<file path="config.mk">
export PLATFORM = sky130hd
export DESIGN_NAME = mem_arbiter
export DESIGN_NICKNAME = d
export VERILOG_FILES = /design/src/rtl/mem_arbiter.sv
export SDC_FILE = /design/constraint.sdc
export NUM_CORES = 1
export LEC_CHECK = 0
export CELL_PAD_IN_SITES_DETAIL_PLACEMENT = 1
export CELL_PAD_IN_SITES_GLOBAL_PLACEMENT = 1
export CORE_MARGIN = 2
export CORE_UTILIZATION = 38
export CTS_BUF_LIST = sky130_fd_sc_hd__clkbuf_4
export CTS_CLUSTER_DIAMETER = 60
export DETAILED_ROUTE_END_ITERATION = 16
export GPL_ROUTABILITY_DRIVEN = 0
export MAX_ROUTING_LAYER = met4
export PLACE_DENSITY = 0.9
export SETUP_SLACK_MARGIN = 0.2
export SYNTH_ARGS = -nofsm -noshare
export SYNTH_HDL_FRONTEND = slang
export SYNTH_SLANG_ARGS = --single-unit
</file>
<file path="constraint.sdc">
create_clock -name clk_i -period 4.4 [get_ports clk_i]
set_clock_uncertainty 0.15 [all_clocks]
set_input_delay 0.44 -clock clk_i [delete_from_list [all_inputs] [get_ports clk_i]]
set_output_delay 0.44 -clock clk_i [all_outputs]
set_load 0.01 [all_outputs]
</file>
<file path="src/rtl/mem_arbiter.sv">
// mem_arbiter: shares one byte-wide RAM port between instruction fetch (IF)
// and the MEM stage. Multi-byte transfers run one byte per cycle. The arbiter
// returns little-endian words. MEM has priority, and a starvation counter
// forces an IF grant after STARVE_LIMIT consecutive MEM wins.
// Optional feature: define MEM_ARB_PERF_EN to build the wait-cycle counters.
// When it is undefined, both perf ports are tied to zero.
module mem_arbiter #(
  parameter int ADDR_WIDTH   = 32,
  parameter int STARVE_LIMIT = 8
) (
  input  logic                  clk_i,
  input  logic                  rst_i,
  input  logic                  if_req_i,
  input  logic [ADDR_WIDTH-1:0] if_addr_i,
  input  logic                  if_flush_i,
  output logic                  if_done_o,
  output logic [31:0]           if_inst_o,
  input  logic                  mem_req_i,
  input  logic                  mem_wr_i,
  input  logic [ADDR_WIDTH-1:0] mem_addr_i,
  input  logic [2:0]            mem_len_i,
  input  logic [31:0]           mem_wdata_i,
  output logic                  mem_done_o,
  output logic [31:0]           mem_rdata_o,
  output logic [ADDR_WIDTH-1:0] ram_addr_o,
  output logic                  ram_wr_o,
  output logic [7:0]            ram_dout_o,
  input  logic [7:0]            ram_din_i,
  output logic                  busy_o,
  output logic [31:0]           perf_if_wait_o,
  output logic [31:0]           perf_mem_wait_o
);

  localparam int SW = (STARVE_LIMIT < 2) ? 1 : $clog2(STARVE_LIMIT + 1);
  localparam logic [SW-1:0] STARVE_MAX = SW'(STARVE_LIMIT);

  typedef enum logic [1:0] {IDLE, IF_RD, MEM_RD, MEM_WR} state_t;

  state_t                state_q, state_d;
  logic [SW-1:0]         starve_q;
  logic [2:0]            cnt_q;
  logic [2:0]            len_q;
  logic [ADDR_WIDTH-1:0] base_q;
  logic [31:0]           wdata_q;
  logic [31:0]           asm_q, asm_d;
  logic [ADDR_WIDTH-1:0] ram_addr_q;
  logic                  ram_wr_q;
  logic [7:0]            ram_dout_q;
  logic                  if_done_q, mem_done_q;
  logic [31:0]           if_inst_q, mem_rdata_q;
  logic                  busy;

  logic                  if_pend, force_if, grant_if, grant_mem;
  logic                  rd_state, rd_last, wr_last;
  logic [2:0]            mem_len_dec;
  logic [ADDR_WIDTH-1:0] addr_next;

  // Grant decision; a flushing IF request is not eligible this cycle
  always_comb begin
    if_pend   = if_req_i & ~if_flush_i;
    force_if  = (STARVE_LIMIT != 0) && (starve_q == STARVE_MAX);
    grant_mem = (state_q == IDLE) & mem_req_i & ~(if_pend & force_if);
    grant_if  = (state_q == IDLE) & if_pend & (~mem_req_i | force_if);
    case (mem_len_i)
      3'd1:    mem_len_dec = 3'd1;
      3'd2:    mem_len_dec = 3'd2;
      default: mem_len_dec = 3'd4;
    endcase
    rd_state  = (state_q == IF_RD) || (state_q == MEM_RD);
    rd_last   = rd_state && (cnt_q == len_q + 3'd1);
    wr_last   = (state_q == MEM_WR) && (cnt_q == len_q);
    addr_next = base_q + ADDR_WIDTH'(cnt_q);
  end

  // Merge the byte arriving this cycle into the assembly word
  always_comb begin
    asm_d = asm_q;
    case (cnt_q)
      3'd2:    asm_d[7:0]   = ram_din_i;
      3'd3:    asm_d[15:8]  = ram_din_i;
      3'd4:    asm_d[23:16] = ram_din_i;
      3'd5:    asm_d[31:24] = ram_din_i;
      default: ;
    endcase
  end

  // State register
  always_ff @(posedge clk_i) begin
    if (!rst_i) state_q <= IDLE;
    else        state_q <= state_d;
  end

  // Next-state logic; read states linger one extra cycle for RAM latency
  always_comb begin
    state_d = state_q;
    case (state_q)
      IDLE:    if (grant_mem)     state_d = mem_wr_i ? MEM_WR : MEM_RD;
               else if (grant_if) state_d = IF_RD;
      IF_RD:   if (if_flush_i || rd_last) state_d = IDLE;
      MEM_RD:  if (rd_last) state_d = IDLE;
      MEM_WR:  if (wr_last) state_d = IDLE;
      default: state_d = IDLE;
    endcase
  end

  // FSM outputs
  always_comb begin
    busy = (state_q != IDLE);
  end

  // Starvation counter: counts MEM wins over a waiting IF, saturating
  always_ff @(posedge clk_i) begin
    if (!rst_i)                     starve_q <= '0;
    else if (!if_req_i || grant_if) starve_q <= '0;
    else if (grant_mem && starve_q != STARVE_MAX) starve_q <= starve_q + 1'b1;
  end

  // Transfer parameters latched at grant; only meaningful outside IDLE
  always_ff @(posedge clk_i) begin
    if (grant_mem || grant_if) begin
      base_q  <= grant_mem ? mem_addr_i : if_addr_i;
      len_q   <= grant_mem ? mem_len_dec : 3'd4;
      wdata_q <= mem_wdata_i;
      asm_q   <= '0;
    end else if (rd_state && cnt_q >= 3'd2) begin
      asm_q   <= asm_d;
    end
  end

  // Byte sequencing, RAM port drive and done pulses
  always_ff @(posedge clk_i) begin
    if (!rst_i) begin
      cnt_q       <= '0;
      ram_addr_q  <= '0;
      ram_wr_q    <= 1'b0;
      ram_dout_q  <= '0;
      if_done_q   <= 1'b0;
      mem_done_q  <= 1'b0;
      if_inst_q   <= '0;
      mem_rdata_q <= '0;
    end else begin
      if_done_q  <= 1'b0;
      mem_done_q <= 1'b0;
      if (grant_mem || grant_if) begin
        cnt_q      <= 3'd1;
        ram_addr_q <= grant_mem ? mem_addr_i : if_addr_i;
        ram_wr_q   <= grant_mem & mem_wr_i;
        ram_dout_q <= mem_wdata_i[7:0];
      end else if (rd_state) begin
        cnt_q <= cnt_q + 3'd1;
        if (cnt_q < len_q) ram_addr_q <= addr_next;
        if (rd_last) begin
          if (state_q == MEM_RD) begin
            mem_rdata_q <= asm_d;
            mem_done_q  <= 1'b1;
          end else if (!if_flush_i) begin
            if_inst_q   <= asm_d;
            if_done_q   <= 1'b1;
          end
        end
      end else if (state_q == MEM_WR) begin
        cnt_q <= cnt_q + 3'd1;
        if (wr_last) begin
          ram_wr_q   <= 1'b0;
          mem_done_q <= 1'b1;
        end else begin
          ram_addr_q <= addr_next;
          ram_dout_q <= 8'(wdata_q >> {cnt_q[1:0], 3'b000});
        end
      end
    end
  end

`ifdef MEM_ARB_PERF_EN
  logic [31:0] perf_if_q, perf_mem_q;

  // Saturating counts of cycles each requester spends waiting
  always_ff @(posedge clk_i) begin
    if (!rst_i) begin
      perf_if_q  <= '0;
      perf_mem_q <= '0;
    end else begin
      if (if_req_i && state_q != IF_RD && perf_if_q != 32'hFFFF_FFFF)
        perf_if_q <= perf_if_q + 32'd1;
      if (mem_req_i && state_q != MEM_RD && state_q != MEM_WR && perf_mem_q != 32'hFFFF_FFFF)
        perf_mem_q <= perf_mem_q + 32'd1;
    end
  end

  assign perf_if_wait_o  = perf_if_q;
  assign perf_mem_wait_o = perf_mem_q;
`else
  assign perf_if_wait_o  = '0;
  assign perf_mem_wait_o = '0;
`endif

  assign if_done_o   = if_done_q;
  assign if_inst_o   = if_inst_q;
  assign mem_done_o  = mem_done_q;
  assign mem_rdata_o = mem_rdata_q;
  assign ram_addr_o  = ram_addr_q;
  assign ram_wr_o    = ram_wr_q;
  assign ram_dout_o  = ram_dout_q;
  assign busy_o      = busy;

endmodule
</file>
# After elaboration in Yosys (flattened, before gate mapping)
# Index checks and enable logic that the tools add are counted.
totals:
  regBits: 215
  input_bits: 113
  output_inout_bits: 172
  elab_cells: 118
classes:
  addsub: 4
  magnitude_cmp: 2
  eq_ne: 21
  shift: 1
  mux: 35
  n_bitwise: 16
  n_reduce_logical: 24
op_table:
  columns: ["op", "n"]
  rows:
  - ["2-to-1 mux 32 bit", 6]
  - ["2-to-1 mux 8 bit", 8]
  - ["adder 32 x 3 -> 32 bit", 1]
  - ["right shift 32 x 5 -> 8 bit", 1]
  - ["2-to-1 mux 1 bit", 12]
  - ["2-to-1 mux 2 bit", 5]
  - ["== test 3 x 2 -> 1 bit (second input constant)", 3]
  - ["AND reduction 3 bit", 3]
  - ["NOT 1 bit", 8]
  - ["case mux 2 bit (4 select lines)", 1]
  - ["AND reduction 4 bit", 2]
  - ["nonzero test 2 bit", 4]
  - ["bitwise AND 1 bit", 7]
  - ["adder 3 x 1 -> 3 bit (second input constant)", 2]
  - ["== test 3 bit", 2]
  - ["== test 3 bit (second input constant)", 2]
  - ["2-to-1 mux 3 bit", 2]
  - ["!= test 2 x 1 -> 1 bit (second input constant)", 3]
  - ["case mux 3 bit (2 select lines)", 1]
  - ["AND reduction 5 bit", 1]
  - ["OR reduction 5 bit", 1]
  - ["adder 4 x 1 -> 4 bit (second input constant)", 1]
  - ["== test 2 bit (second input constant)", 2]
  - ["== test 4 bit (second input constant)", 1]
  - ["16 further kinds", 24]

# Depth between registers and ports, before layout
# Gate-level depths: netlist of run 1.
depth:
  ltp_word: 8
  mapped_depth: 10
  depth_no_buf: 7

# Least setup slack after synthesis of run 1
# Ideal clock, no wire load.
synth_timing:
  path_kind: "input -> register"
  startpoint: "input port if_req_i"
  endpoint: "register base_q[0], enable pin"
  arrival_ns: 3.316
  required_ns: 3.793
  slack_ns: 0.477
  stages: 5
  n_path_buf: 2
  cell_sequence: "nor2b_1 o21ai_4 inv_2 clkbuf_1 buf_1"
synth_between:
  elab_chain_cells: 5
synth_lines:
  columns: ["item", "line", "rtl"]
  rows:
  - ["from (decl)", "13", "input logic if_req_i,"]
  - ["bitwise AND 1 bit *", "60", "if_pend = if_req_i & ~if_flush_i;"]
  - ["bitwise AND 1 bit", "62", "grant_mem = (state_q == IDLE) & mem_req_i & ~(if_pend & force_if);"]
  - ["NOT 1 bit", "62", null]
  - ["bitwise AND 1 bit", "62", null]
  - ["logical OR 1 bit *", "120", "if (grant_mem || grant_if) begin"]
  - ["to (signal assigned)", "121", "base_q <= grant_mem ? mem_addr_i : if_addr_i;"]
  - ["to (decl)", "43", "logic [ADDR_WIDTH-1:0] base_q;"]
# Mark *: on every way between the ends. The rest lies on a longest branch, timed or not.
# A chain may end at the register's enable or synchronous reset.

# Worst setup path in the final report of run 1
layout_timing:
  startpoint: "register state_q[0]"
  endpoint: "register mem_rdata_q[24], in the netlist mem_rdata_o[24]"
layout_between:
  elab_chain_cells: 6
layout_lines:
  columns: ["item", "line", "rtl"]
  rows:
  - ["from (decl)", "39", "state_t state_q, state_d;"]
  - ["from (signal assigned)", "90", "else state_q <= state_d;"]
  - ["zero test 2 bit", "62, 63", null]
  - ["bitwise AND 1 bit, on equally long branches (2 in a row)", "62, 63", null]
  - ["logical OR 1 bit", "144", "if (grant_mem || grant_if) begin"]
  - ["NOT 1 bit (no source line)", null, null]
  - ["AND reduction 4 bit (no source line) *", null, null]
  - ["to (signal assigned)", "154", "mem_rdata_q <= asm_d;"]
  - ["to (decl)", "50", "logic [31:0] if_inst_q, mem_rdata_q;"]
# Marked as above.

==> report_table.html, run 1 <==
<table>
<tr><th>Metric</th><th>Value</th></tr>
<tr><th colspan="2">Run status</th></tr>
<tr><td>Outcome</td><td>finished clean</td></tr>
<tr><th colspan="2">Timing</th></tr>
<tr><td>Smallest setup slack after layout</td><td>1.01 ns</td></tr>
<tr><td>Endpoints failing hold</td><td>0</td></tr>
<tr><td>Crit share post-route</td><td>0.771</td></tr>
<tr><td>Number of slew-limit violations in the final report</td><td>0</td></tr>
<tr><td>RSZ-0062 raised after global routing</td><td>false</td></tr>
<tr><td>Post-Route Setup TNS</td><td>0 ns</td></tr>
<tr><td>Final Critical Period</td><td>about 3.4 ns</td></tr>
<tr><td>Rel. slew slack</td><td>0.178</td></tr>
<tr><td>Max Fclk</td><td>between 0.2 and 0.3 GHz</td></tr>
<tr><td>Worst slew pin tran</td><td>1.22 ns</td></tr>
<tr><td>Count of final setup violators</td><td>0</td></tr>
<tr><th colspan="2">Logic synthesis</th></tr>
<tr><td>Top cells by area, synth</td><td>dfxtp_1 (29%), edfxtp_1 (20%), mux2_2 (6.3%)</td></tr>
<tr><td>FF+latch count, synth</td><td>between 200 and 250</td></tr>
<tr><td>Post-synth ARST share</td><td>0</td></tr>
<tr><td>Number of unique standard cell types used by synthesis</td><td>66</td></tr>
<tr><td>Post-synth top flop</td><td>dfxtp_1</td></tr>
<tr><td>Post-synth top area share</td><td>0.289</td></tr>
<tr><td>Area leader, netlist</td><td>dfxtp_1</td></tr>
<tr><td>Top cells by instance count after synthesis</td><td>dfxtp_1 (148), nand2_1 (108), nand3_1 (76)</td></tr>
<tr><td>Post-Synthesis Cell Area</td><td>0.0103 mm^2</td></tr>
<tr><td>Sequential share of the synthesized area</td><td>0.485</td></tr>
<tr><td>Post-Syn Area per Cell</td><td>around 11 um^2</td></tr>
<tr><td>Number of flops mapped to enable cells by yosys</td><td>67</td></tr>
<tr><td>Cell with the most instances after synthesis</td><td>dfxtp_1</td></tr>
<tr><td>Syn. warnings</td><td>0</td></tr>
<tr><td>Gate count after technology mapping</td><td>970</td></tr>
<tr><th colspan="2">Placed design</th></tr>
<tr><td>Placed Cells</td><td>~1.5k</td></tr>
<tr><td>Worst Setup Slack post-DPL</td><td>approximately 0.92 ns</td></tr>
<tr><td>Port bufs</td><td>220</td></tr>
<tr><td>Estimated wirelength of the detail-placed design</td><td>a little over 20 mm</td></tr>
<tr><th colspan="2">Die</th></tr>
<tr><td>Starting density of the core</td><td>0.384</td></tr>
<tr><td>Site Rows</td><td>60</td></tr>
<tr><td>Floorplan die height</td><td>around 170 um</td></tr>
<tr><td>Number of top-level pins</td><td>285</td></tr>
<tr><td>Die boundary width</td><td>roughly 170 um</td></tr>
<tr><td>Die area</td><td>between 0.02 and 0.03 mm^2</td></tr>
<tr><td>Core Area</td><td>about 0.027 mm^2</td></tr>
<tr><th colspan="2">Route</th></tr>
<tr><td>Number of iterations in the first detailed-routing pass</td><td>5</td></tr>
<tr><td>Initial drt markers</td><td>396</td></tr>
<tr><td>Post-detailed-route wirelength per cell</td><td>roughly 18 um</td></tr>
<tr><td>DRT Wirelength</td><td>29.1 mm</td></tr>
<tr><td>Post-DRT Antenna Nets</td><td>0</td></tr>
<tr><td>Vias per Instance</td><td>about 5</td></tr>
<tr><td>Remaining DRCs</td><td>0</td></tr>
<tr><td>Count of vias placed by the detailed router</td><td>about 8k</td></tr>
<tr><th colspan="2">Worst setup path</th></tr>
<tr><td>Number of buffer and inverter stages on the critical path</td><td>1</td></tr>
<tr><td>Required arrival time at the worst endpoint</td><td>around 4.8 ns</td></tr>
<tr><td>Worst Setup Start Kind</td><td>register</td></tr>
<tr><td>Sort of element at the end of the critical path</td><td>register</td></tr>
<tr><td>Critical path's top delay family</td><td>simple AND/OR/NAND/NOR gates</td></tr>
<tr><td>Delay contributed by the slowest stage of the critical path</td><td>roughly 0.8 ns</td></tr>
<tr><td>Critical path start-end classification</td><td>register to register</td></tr>
<tr><td>Cells traversed along the worst timing path</td><td>inv_1 &gt; ha_1 &gt; nor4b_4 &gt; nand4_4 &gt; nand3_1 &gt; o21ai_1</td></tr>
<tr><td>Maximum fanout count along the critical path</td><td>64</td></tr>
<tr><td>Data arrival time of the critical path</td><td>3.77 ns</td></tr>
<tr><td>Master of the slowest instance on the critical path</td><td>nand4_4</td></tr>
<tr><th colspan="2">Cells and area</th></tr>
<tr><td>Post-route non-filler standard cell count</td><td>1595</td></tr>
<tr><td>Footprint of the flip-flops and latches</td><td>0.00497 mm^2</td></tr>
<tr><td>Core utilization of the finished layout</td><td>0.494</td></tr>
<tr><td>Share of post-route cells with drive strength above 1</td><td>0.182</td></tr>
<tr><td>Area occupied by multi-input gates</td><td>between 0.004 and 0.005 mm^2</td></tr>
<tr><td>Layout net count</td><td>1337</td></tr>
<tr><td>Layout area overhead</td><td>28.8%</td></tr>
<tr><td>Fill cell count</td><td>~3k</td></tr>
<tr><th colspan="2">Clock network</th></tr>
<tr><td>Cts repair resizes</td><td>0</td></tr>
<tr><td>Number of clock sinks</td><td>around 220</td></tr>
<tr><td>Clock-pin slew on the worst setup and hold paths</td><td>about 0.080 ns</td></tr>
<tr><td>Clk Latency, worst-skew pair</td><td>roughly 0.69 ns</td></tr>
<tr><td>Maximum count of clock buffers along a single path</td><td>3</td></tr>
<tr><td>Cell at the root of the clock tree</td><td>clkbuf_4</td></tr>
<tr><td>TritonCTS clock tree</td><td>built</td></tr>
<tr><td>Count of H-tree levels built during CTS</td><td>2</td></tr>
<tr><td>CTS Buf Count</td><td>58</td></tr>
<tr><th colspan="2">GRT</th></tr>
<tr><td>Number of global-route vias before repair</td><td>8538</td></tr>
<tr><td>Initial antenna violation count</td><td>2</td></tr>
<tr><td>Wire length of the first global-routing pass</td><td>roughly 46 mm</td></tr>
<tr><td>Tot GR Track Use</td><td>0.208</td></tr>
<tr><td>Leftover overflow at the end of global routing</td><td>0</td></tr>
<tr><td>Pin count of the biggest net entering global routing</td><td>104</td></tr>
<tr><th colspan="2">Pwr</th></tr>
<tr><td>Leakage power total</td><td>around 5 nW</td></tr>
<tr><td>Sum of internal, switching and leakage power</td><td>about 6.6 mW</td></tr>
<tr><td>Largest voltage drop on the vdd net</td><td>between 200 and 250 uV</td></tr>
<tr><td>Pwr/cell area</td><td>roughly 500 mW/mm^2</td></tr>
<tr><th colspan="2">Run</th></tr>
<tr><td>Number of maximum-capacitance constraint violations</td><td>0</td></tr>
<tr><th colspan="2">Min path</th></tr>
<tr><td>Class of the most critical hold timing path</td><td>input pin to register</td></tr>
</table>
-- layer usage --
metal	GRT usage	share of wire
met5	-	0
met3	0.0522	0.066
met2	0.360	0.50
met1	0.237	0.41
met4	0.0682	0.024
-- cells by family (layout without fill, tap and decap cells) --
family / Yosys count / after routing / share of synthesized area
compound gates: 179 / 179 / 0.125
xor+xnor: 26 / 26 / 0.0237
fa+ha+maj: 19 / 19 / 0.0239
buf+inv: 138 / 357 / 0.0864
flops: 215 / 215 / 0.485
mux: 85 / 85 / 0.100
other cells: 1 / 66 / 0.000366
simple gates: 307 / 307 / 0.155
-- worst register-to-register path, cell delays in order (launching register included) --
cell,delay [ns]
dfxtp_1,0.38
inv_1,0.08
ha_1,0.75
nor4b_4,0.53
nand4_4,0.79
nand3_1,0.41
o21ai_1,0.13
-- state kept, by name (all words and copies together), names as in the netlist, 2 cells and up --
name	cells
ram_dout_o	8
state_q	2
if_inst_o	32
len_q	3
wdata_q	32
asm_q	32
cnt_q	3
base_q	32
starve_q	4
ram_addr_o	32
mem_rdata_o	32
-- cell usage in the layout, fill, tap and decap left out, types with 6 or more instances in the layout --
master / Yosys / final
clkdlybuf4s50_1: 0 / 219
nand2_1: 108 / 108
and3_1: 6 / 6
edfxtp_1: 67 / 67
mux2_2: 57 / 57
nand3_1: 76 / 76
buf_4: 66 / 10
o211ai_1: 8 / 8
a22o_1: 6 / 6
clkinv_1: 1 / 11
a22oi_1: 7 / 7
clkbuf_4: 0 / 90
xor2_1: 14 / 14
nand3_2: 19 / 18
dfxtp_1: 148 / 148
o21ai_0: 8 / 8
nor2_1: 39 / 39
o21ai_2: 26 / 26
ha_1: 18 / 18
mux2i_1: 17 / 17
a221o_1: 16 / 16
a311oi_1: 9 / 9
xnor2_1: 11 / 11
a21oi_1: 32 / 32
nor2b_1: 20 / 20
nand4_1: 7 / 7
inv_1: 18 / 18
mux4_2: 8 / 8
o21ai_1: 38 / 38
conb_1: 1 / 64
-- power by group --
group          switching, mW  total (mW)  internal (mW)  leakage, nW
clock network          0.857        1.90           1.05        0.478
registers              0.260        2.74           2.48         1.85
logic                   1.10        1.98          0.877         2.64
-- stage by stage --
stage	instance area (um^2)	hold WS, ns
CTS	13200	0.102
floorplan	10500	0.284
global route	13200	0.103
detailed placement	12400	0.294
global placement	12400	0.289
finish	13200	0.165
-- cell type report --
class                   count  area share
multi-input cells         680       0.351
clock inverters            17     0.00957
flip-flops and latches    215       0.377
well taps                 341      0.0323
diodes                      2    0.000379
inverters                  20     0.00588
clock buffers              90      0.0512
repair buffers            230       0.172
-- what timing repair did --
item | CTS | global route
setup buffers | 0 | 0
endpoints found under the hold margin | 6 | 0
hold buffers | 1 | 0
-- worst paths after layout --
check	startpoint	end	slack, ns	depth (start not counted)
worst max-delay path	state_q[0]$_SDFFE_PN0P_	mem_rdata_o[24]$_SDFFE_PN0P_	1.01	6
worst min-delay path	mem_wdata_i[27]	wdata_q[27]$_DFFE_PP_	0.17	1
worst max register to register	state_q[0]$_SDFFE_PN0P_	mem_rdata_o[24]$_SDFFE_PN0P_	1.01	6
worst min register to register	ram_addr_o[0]$_SDFFE_PN0P_	ram_addr_o[0]$_SDFFE_PN0P_	0.30	2
No activity file was read; power rests on OpenSTA's default activity.
==> run 2, diff against run 1 <==
--- a/config.mk
+++ b/config.mk
@@ -8,13 +8,13 @@
 export CELL_PAD_IN_SITES_DETAIL_PLACEMENT = 1
 export CELL_PAD_IN_SITES_GLOBAL_PLACEMENT = 1
 export CORE_MARGIN = 2
-export CORE_UTILIZATION = 38
+export CORE_UTILIZATION = 34
 export CTS_BUF_LIST = sky130_fd_sc_hd__clkbuf_4
 export CTS_CLUSTER_DIAMETER = 60
 export DETAILED_ROUTE_END_ITERATION = 16
 export GPL_ROUTABILITY_DRIVEN = 0
 export MAX_ROUTING_LAYER = met4
-export PLACE_DENSITY = 0.9
+export PLACE_DENSITY = 0.86
 export SETUP_SLACK_MARGIN = 0.2
 export SYNTH_ARGS = -nofsm -noshare
 export SYNTH_HDL_FRONTEND = slang
==> constraint.sdc (replaced) <==
create_clock -name clk_i -period 2.8 [get_ports clk_i]
set_clock_uncertainty 0.15 [all_clocks]
set_input_delay 0.28 -clock clk_i [delete_from_list [all_inputs] [get_ports clk_i]]
set_output_delay 0.28 -clock clk_i [all_outputs]
set_load 0.01 [all_outputs]
==> report_table.html, run 2 (synthesis results as in run 1) <==
<table>
<tr><th>Metric</th><th>Value</th></tr>
<tr><th colspan="2">Route</th></tr>
<tr><td>Post-detailed-route wirelength per cell</td><td>18.0 um (was 18.2 um)</td></tr>
<tr><td>Remaining DRCs</td><td>0 (unchanged)</td></tr>
<tr><td>Number of iterations in the first detailed-routing pass</td><td>6 (was 5)</td></tr>
<tr><td>DRT Wirelength</td><td>30.3 mm (was 29.1 mm)</td></tr>
<tr><td>Vias per Instance</td><td>4.93 (was 5.11)</td></tr>
<tr><td>Count of vias placed by the detailed router</td><td>8284 (was 8147)</td></tr>
<tr><td>Post-DRT Antenna Nets</td><td>0 (unchanged)</td></tr>
<tr><td>Initial drt markers</td><td>392 (was 396)</td></tr>
<tr><th colspan="2">Timing</th></tr>
<tr><td>Post-Route Setup TNS</td><td>0 ns (unchanged)</td></tr>
<tr><td>Number of slew-limit violations in the final report</td><td>0 (unchanged)</td></tr>
<tr><td>Smallest setup slack after layout</td><td>0.323 ns (was 1.01 ns)</td></tr>
<tr><td>Final Critical Period</td><td>2.48 ns (was 3.39 ns)</td></tr>
<tr><td>Endpoints failing hold</td><td>0 (unchanged)</td></tr>
<tr><td>Rel. slew slack</td><td>0.357 (was 0.178)</td></tr>
<tr><td>Min Hold Slack</td><td>0.0637 ns (was 0.165 ns)</td></tr>
<tr><td>Max Fclk</td><td>0.404 GHz (was 0.295 GHz)</td></tr>
<tr><td>Worst slew pin tran</td><td>0.949 ns (was 1.22 ns)</td></tr>
<tr><td>Crit share post-route</td><td>0.885 (was 0.771)</td></tr>
<tr><td>Count of final setup violators</td><td>0 (unchanged)</td></tr>
<tr><td>RSZ-0062 raised after global routing</td><td>false (unchanged)</td></tr>
<tr><th colspan="2">Clock network</th></tr>
<tr><td>Clock-pin slew on the worst setup and hold paths</td><td>0.07 ns (was 0.08 ns)</td></tr>
<tr><td>TritonCTS clock tree</td><td>built (unchanged)</td></tr>
<tr><td>Maximum count of clock buffers along a single path</td><td>3 (unchanged)</td></tr>
<tr><td>Cell at the root of the clock tree</td><td>clkbuf_4 (unchanged)</td></tr>
<tr><td>Clk Latency, worst-skew pair</td><td>0.69 ns (about the same)</td></tr>
<tr><td>CTS Buf Count</td><td>56 (was 58)</td></tr>
<tr><td>Count of H-tree levels built during CTS</td><td>2 (unchanged)</td></tr>
<tr><td>Number of clock sinks</td><td>215 (unchanged)</td></tr>
<tr><th colspan="2">Min path</th></tr>
<tr><td>Class of the most critical hold timing path</td><td>input pin to register (unchanged)</td></tr>
<tr><td>Hold-critical path depth</td><td>1 (unchanged)</td></tr>
<tr><th colspan="2">Worst setup path</th></tr>
<tr><td>Cells traversed along the worst timing path</td><td>buf_6 &gt; ha_1 &gt; nor2b_1 &gt; o31a_1 &gt; nor2_2 &gt; nor3_2 &gt; buf_4 &gt; a221o_1 (was inv_1 &gt; ha_1 &gt; nor4b_4 &gt; nand4_4 &gt; nand3_1 &gt; o21ai_1)</td></tr>
<tr><td>Reg2Reg Setup Slack</td><td>0.32 ns (was 1.01 ns)</td></tr>
<tr><td>Worst reg2reg path startpoint</td><td>cnt_q[1]$_SDFFE_PP0P_ (was state_q[0]$_SDFFE_PN0P_)</td></tr>
<tr><td>Capturing element of the worst setup path</td><td>ram_addr_o[15]$_SDFFE_PN0P_ (was mem_rdata_o[24]$_SDFFE_PN0P_)</td></tr>
<tr><td>Worst-case reg-to-reg path depth</td><td>8 (was 6)</td></tr>
<tr><td>Data arrival time of the critical path</td><td>2.87 ns (was 3.77 ns)</td></tr>
<tr><td>Critical path start-end classification</td><td>register to register (unchanged)</td></tr>
<tr><td>Worst Setup Start Kind</td><td>register (unchanged)</td></tr>
<tr><td>Critical register-to-register path endpoint</td><td>ram_addr_o[15]$_SDFFE_PN0P_ (was mem_rdata_o[24]$_SDFFE_PN0P_)</td></tr>
<tr><td>Sort of element at the end of the critical path</td><td>register (unchanged)</td></tr>
<tr><td>Launch point of the critical path</td><td>cnt_q[1]$_SDFFE_PP0P_ (was state_q[0]$_SDFFE_PN0P_)</td></tr>
<tr><td>Delay contributed by the slowest stage of the critical path</td><td>0.46 ns (was 0.79 ns)</td></tr>
<tr><td>Master of the slowest instance on the critical path</td><td>dfxtp_1 (was nand4_4)</td></tr>
<tr><td>Maximum fanout count along the critical path</td><td>16 (was 64)</td></tr>
<tr><td>Required arrival time at the worst endpoint</td><td>3.19 ns (was 4.78 ns)</td></tr>
<tr><th colspan="2">Run</th></tr>
<tr><td>Number of maximum-capacitance constraint violations</td><td>0 (unchanged)</td></tr>
<tr><th colspan="2">Placed design</th></tr>
<tr><td>Port bufs</td><td>220 (unchanged)</td></tr>
<tr><td>Estimated wirelength of the detail-placed design</td><td>20.9 mm (was 20.7 mm)</td></tr>
<tr><td>Worst Setup Slack post-DPL</td><td>0.214 ns (was 0.917 ns)</td></tr>
<tr><td>Instance area after placement</td><td>0.0126 mm^2 (was 0.0124 mm^2)</td></tr>
<tr><th colspan="2">GRT</th></tr>
<tr><td>Number of global-route vias before repair</td><td>8602 (was 8538)</td></tr>
<tr><td>Tot GR Track Use</td><td>0.193 (was 0.208)</td></tr>
<tr><td>Initial antenna violation count</td><td>3 (was 2)</td></tr>
<tr><td>Wire length of the first global-routing pass</td><td>46.4 mm (was 45.9 mm)</td></tr>
<tr><td>Leftover overflow at the end of global routing</td><td>0 (unchanged)</td></tr>
<tr><td>Pin count of the biggest net entering global routing</td><td>103 (was 104)</td></tr>
<tr><th colspan="2">Die</th></tr>
<tr><td>Core Area</td><td>0.0296 mm^2 (was 0.0267 mm^2)</td></tr>
<tr><td>Die area</td><td>0.0316 mm^2 (was 0.0283 mm^2)</td></tr>
<tr><td>Site Rows</td><td>63 (was 60)</td></tr>
<tr><td>Floorplan die height</td><td>178 um (was 168 um)</td></tr>
<tr><td>Number of top-level pins</td><td>285 (unchanged)</td></tr>
<tr><td>Die boundary width</td><td>178 um (was 168 um)</td></tr>
<tr><td>Starting density of the core</td><td>0.346 (was 0.384)</td></tr>
<tr><th colspan="2">Pwr</th></tr>
<tr><td>Pwr/cell area</td><td>766 mW/mm^2 (was 502 mW/mm^2)</td></tr>
<tr><td>Largest voltage drop on the vdd net</td><td>426 uV (was 217 uV)</td></tr>
<tr><td>Leakage power total</td><td>5.14 nW (was 4.97 nW)</td></tr>
<tr><td>Sum of internal, switching and leakage power</td><td>10.4 mW (was 6.62 mW)</td></tr>
<tr><th colspan="2">Cells and area</th></tr>
<tr><td>Commonest cells after routing, fill and taps aside</td><td>clkdlybuf4s50_1 (218), dfxtp_1 (148), nand2_1 (108) (was clkdlybuf4s50_1 (219), dfxtp_1 (148), nand2_1 (108))</td></tr>
<tr><td>Share of post-route cells with drive strength above 1</td><td>0.189 (was 0.182)</td></tr>
<tr><td>Leading cell type in the layout, fill and taps excluded</td><td>clkdlybuf4s50_1 (unchanged)</td></tr>
<tr><td>Post-route cell area</td><td>0.0136 mm^2 (was 0.0132 mm^2)</td></tr>
<tr><td>Layout net count</td><td>1375 (was 1337)</td></tr>
<tr><td>Layout area overhead</td><td>32.8% (was 28.8%)</td></tr>
<tr><th colspan="2">Run status</th></tr>
<tr><td>Outcome</td><td>finished clean (unchanged)</td></tr>
</table>
==> run 2: changes by cell type in the layout (fill, tap and decap cells not counted), sizes merged, moves of 6 or more <==
cell         change
clkbuf          -10
dlygate4sd3     +19
clkinv           +6
buf             +21
==> run 2: layout make-up <==
type,count,area (um^2)
Fill cell,3351,16000
Sequential cell,215,4970
Multi-Input combinational cell,680,4640
Timing Repair Buffer,270,2680
Clock buffer,80,601
Tap cell,390,488
Clock inverter,24,135
Inverter,20,77.6
Antenna cell,3,7.51
==> run 2: worst max-delay path: cells and delay by family (launching register included) <==
kind                     cells  cell delay [ns]
flip-flops                   1             0.46
adder cells (fa/ha/maj)      1             0.27
buffers and inverters        2             0.42
AO/OA/AOI/OAI                2             0.68
AND/OR/NAND/NOR              3             0.37
==> run 2: worst min path at each step <==
stage / startpoint / endpoint / slack [ns]
2_1_floorplan: mem_wdata_i[0] / wdata_q[0]$_DFFE_PP_ / 0.23
3_3_place_gp: asm_q[13]$_SDFFE_PP0P_ / asm_q[13]$_SDFFE_PP0P_ / 0.29
3_5_place_dp: asm_q[13]$_SDFFE_PP0P_ / asm_q[13]$_SDFFE_PP0P_ / 0.30
4_1_cts: mem_wdata_i[23] / wdata_q[23]$_DFFE_PP_ / 0.001
5_1_grt: mem_wdata_i[1] / wdata_q[1]$_DFFE_PP_ / 0.002
6_report: mem_wdata_i[23] / wdata_q[23]$_DFFE_PP_ / 0.06
==> run 2: metrics by stage <==
step | std cells | utilization
3_5_place_dp | 1551 | 0.426
4_1_cts | 1674 | 0.457
5_1_grt | 1682 | 0.459
3_3_place_gp | 1551 | 0.426
2_1_floorplan | 1033 | -
6_report | 1682 | 0.459
==> run 2: timing repair <==
item                                    4_1_cts  5_1_grt
endpoints found under the setup margin        1       28
pin swaps                                     0        2
buffers inserted                              0        4
hold buffers                                 19        1
gates resized for setup                       1        4
hold endpoints to repair                     31        1
==> run 2: where the power goes <==
group | internal, mW | switching (mW)
Combinational | 1.52 | 1.85
Clock | 1.43 | 1.35
Sequential | 3.89 | 0.394
Total | 6.83 | 3.59
==> run 2: per-layer routing <==
metal	track usage	part of all wire
met5	-	0
met2	0.335	0.51
met1	0.217	0.40
met4	0.0608	0.022
met3	0.0482	0.065
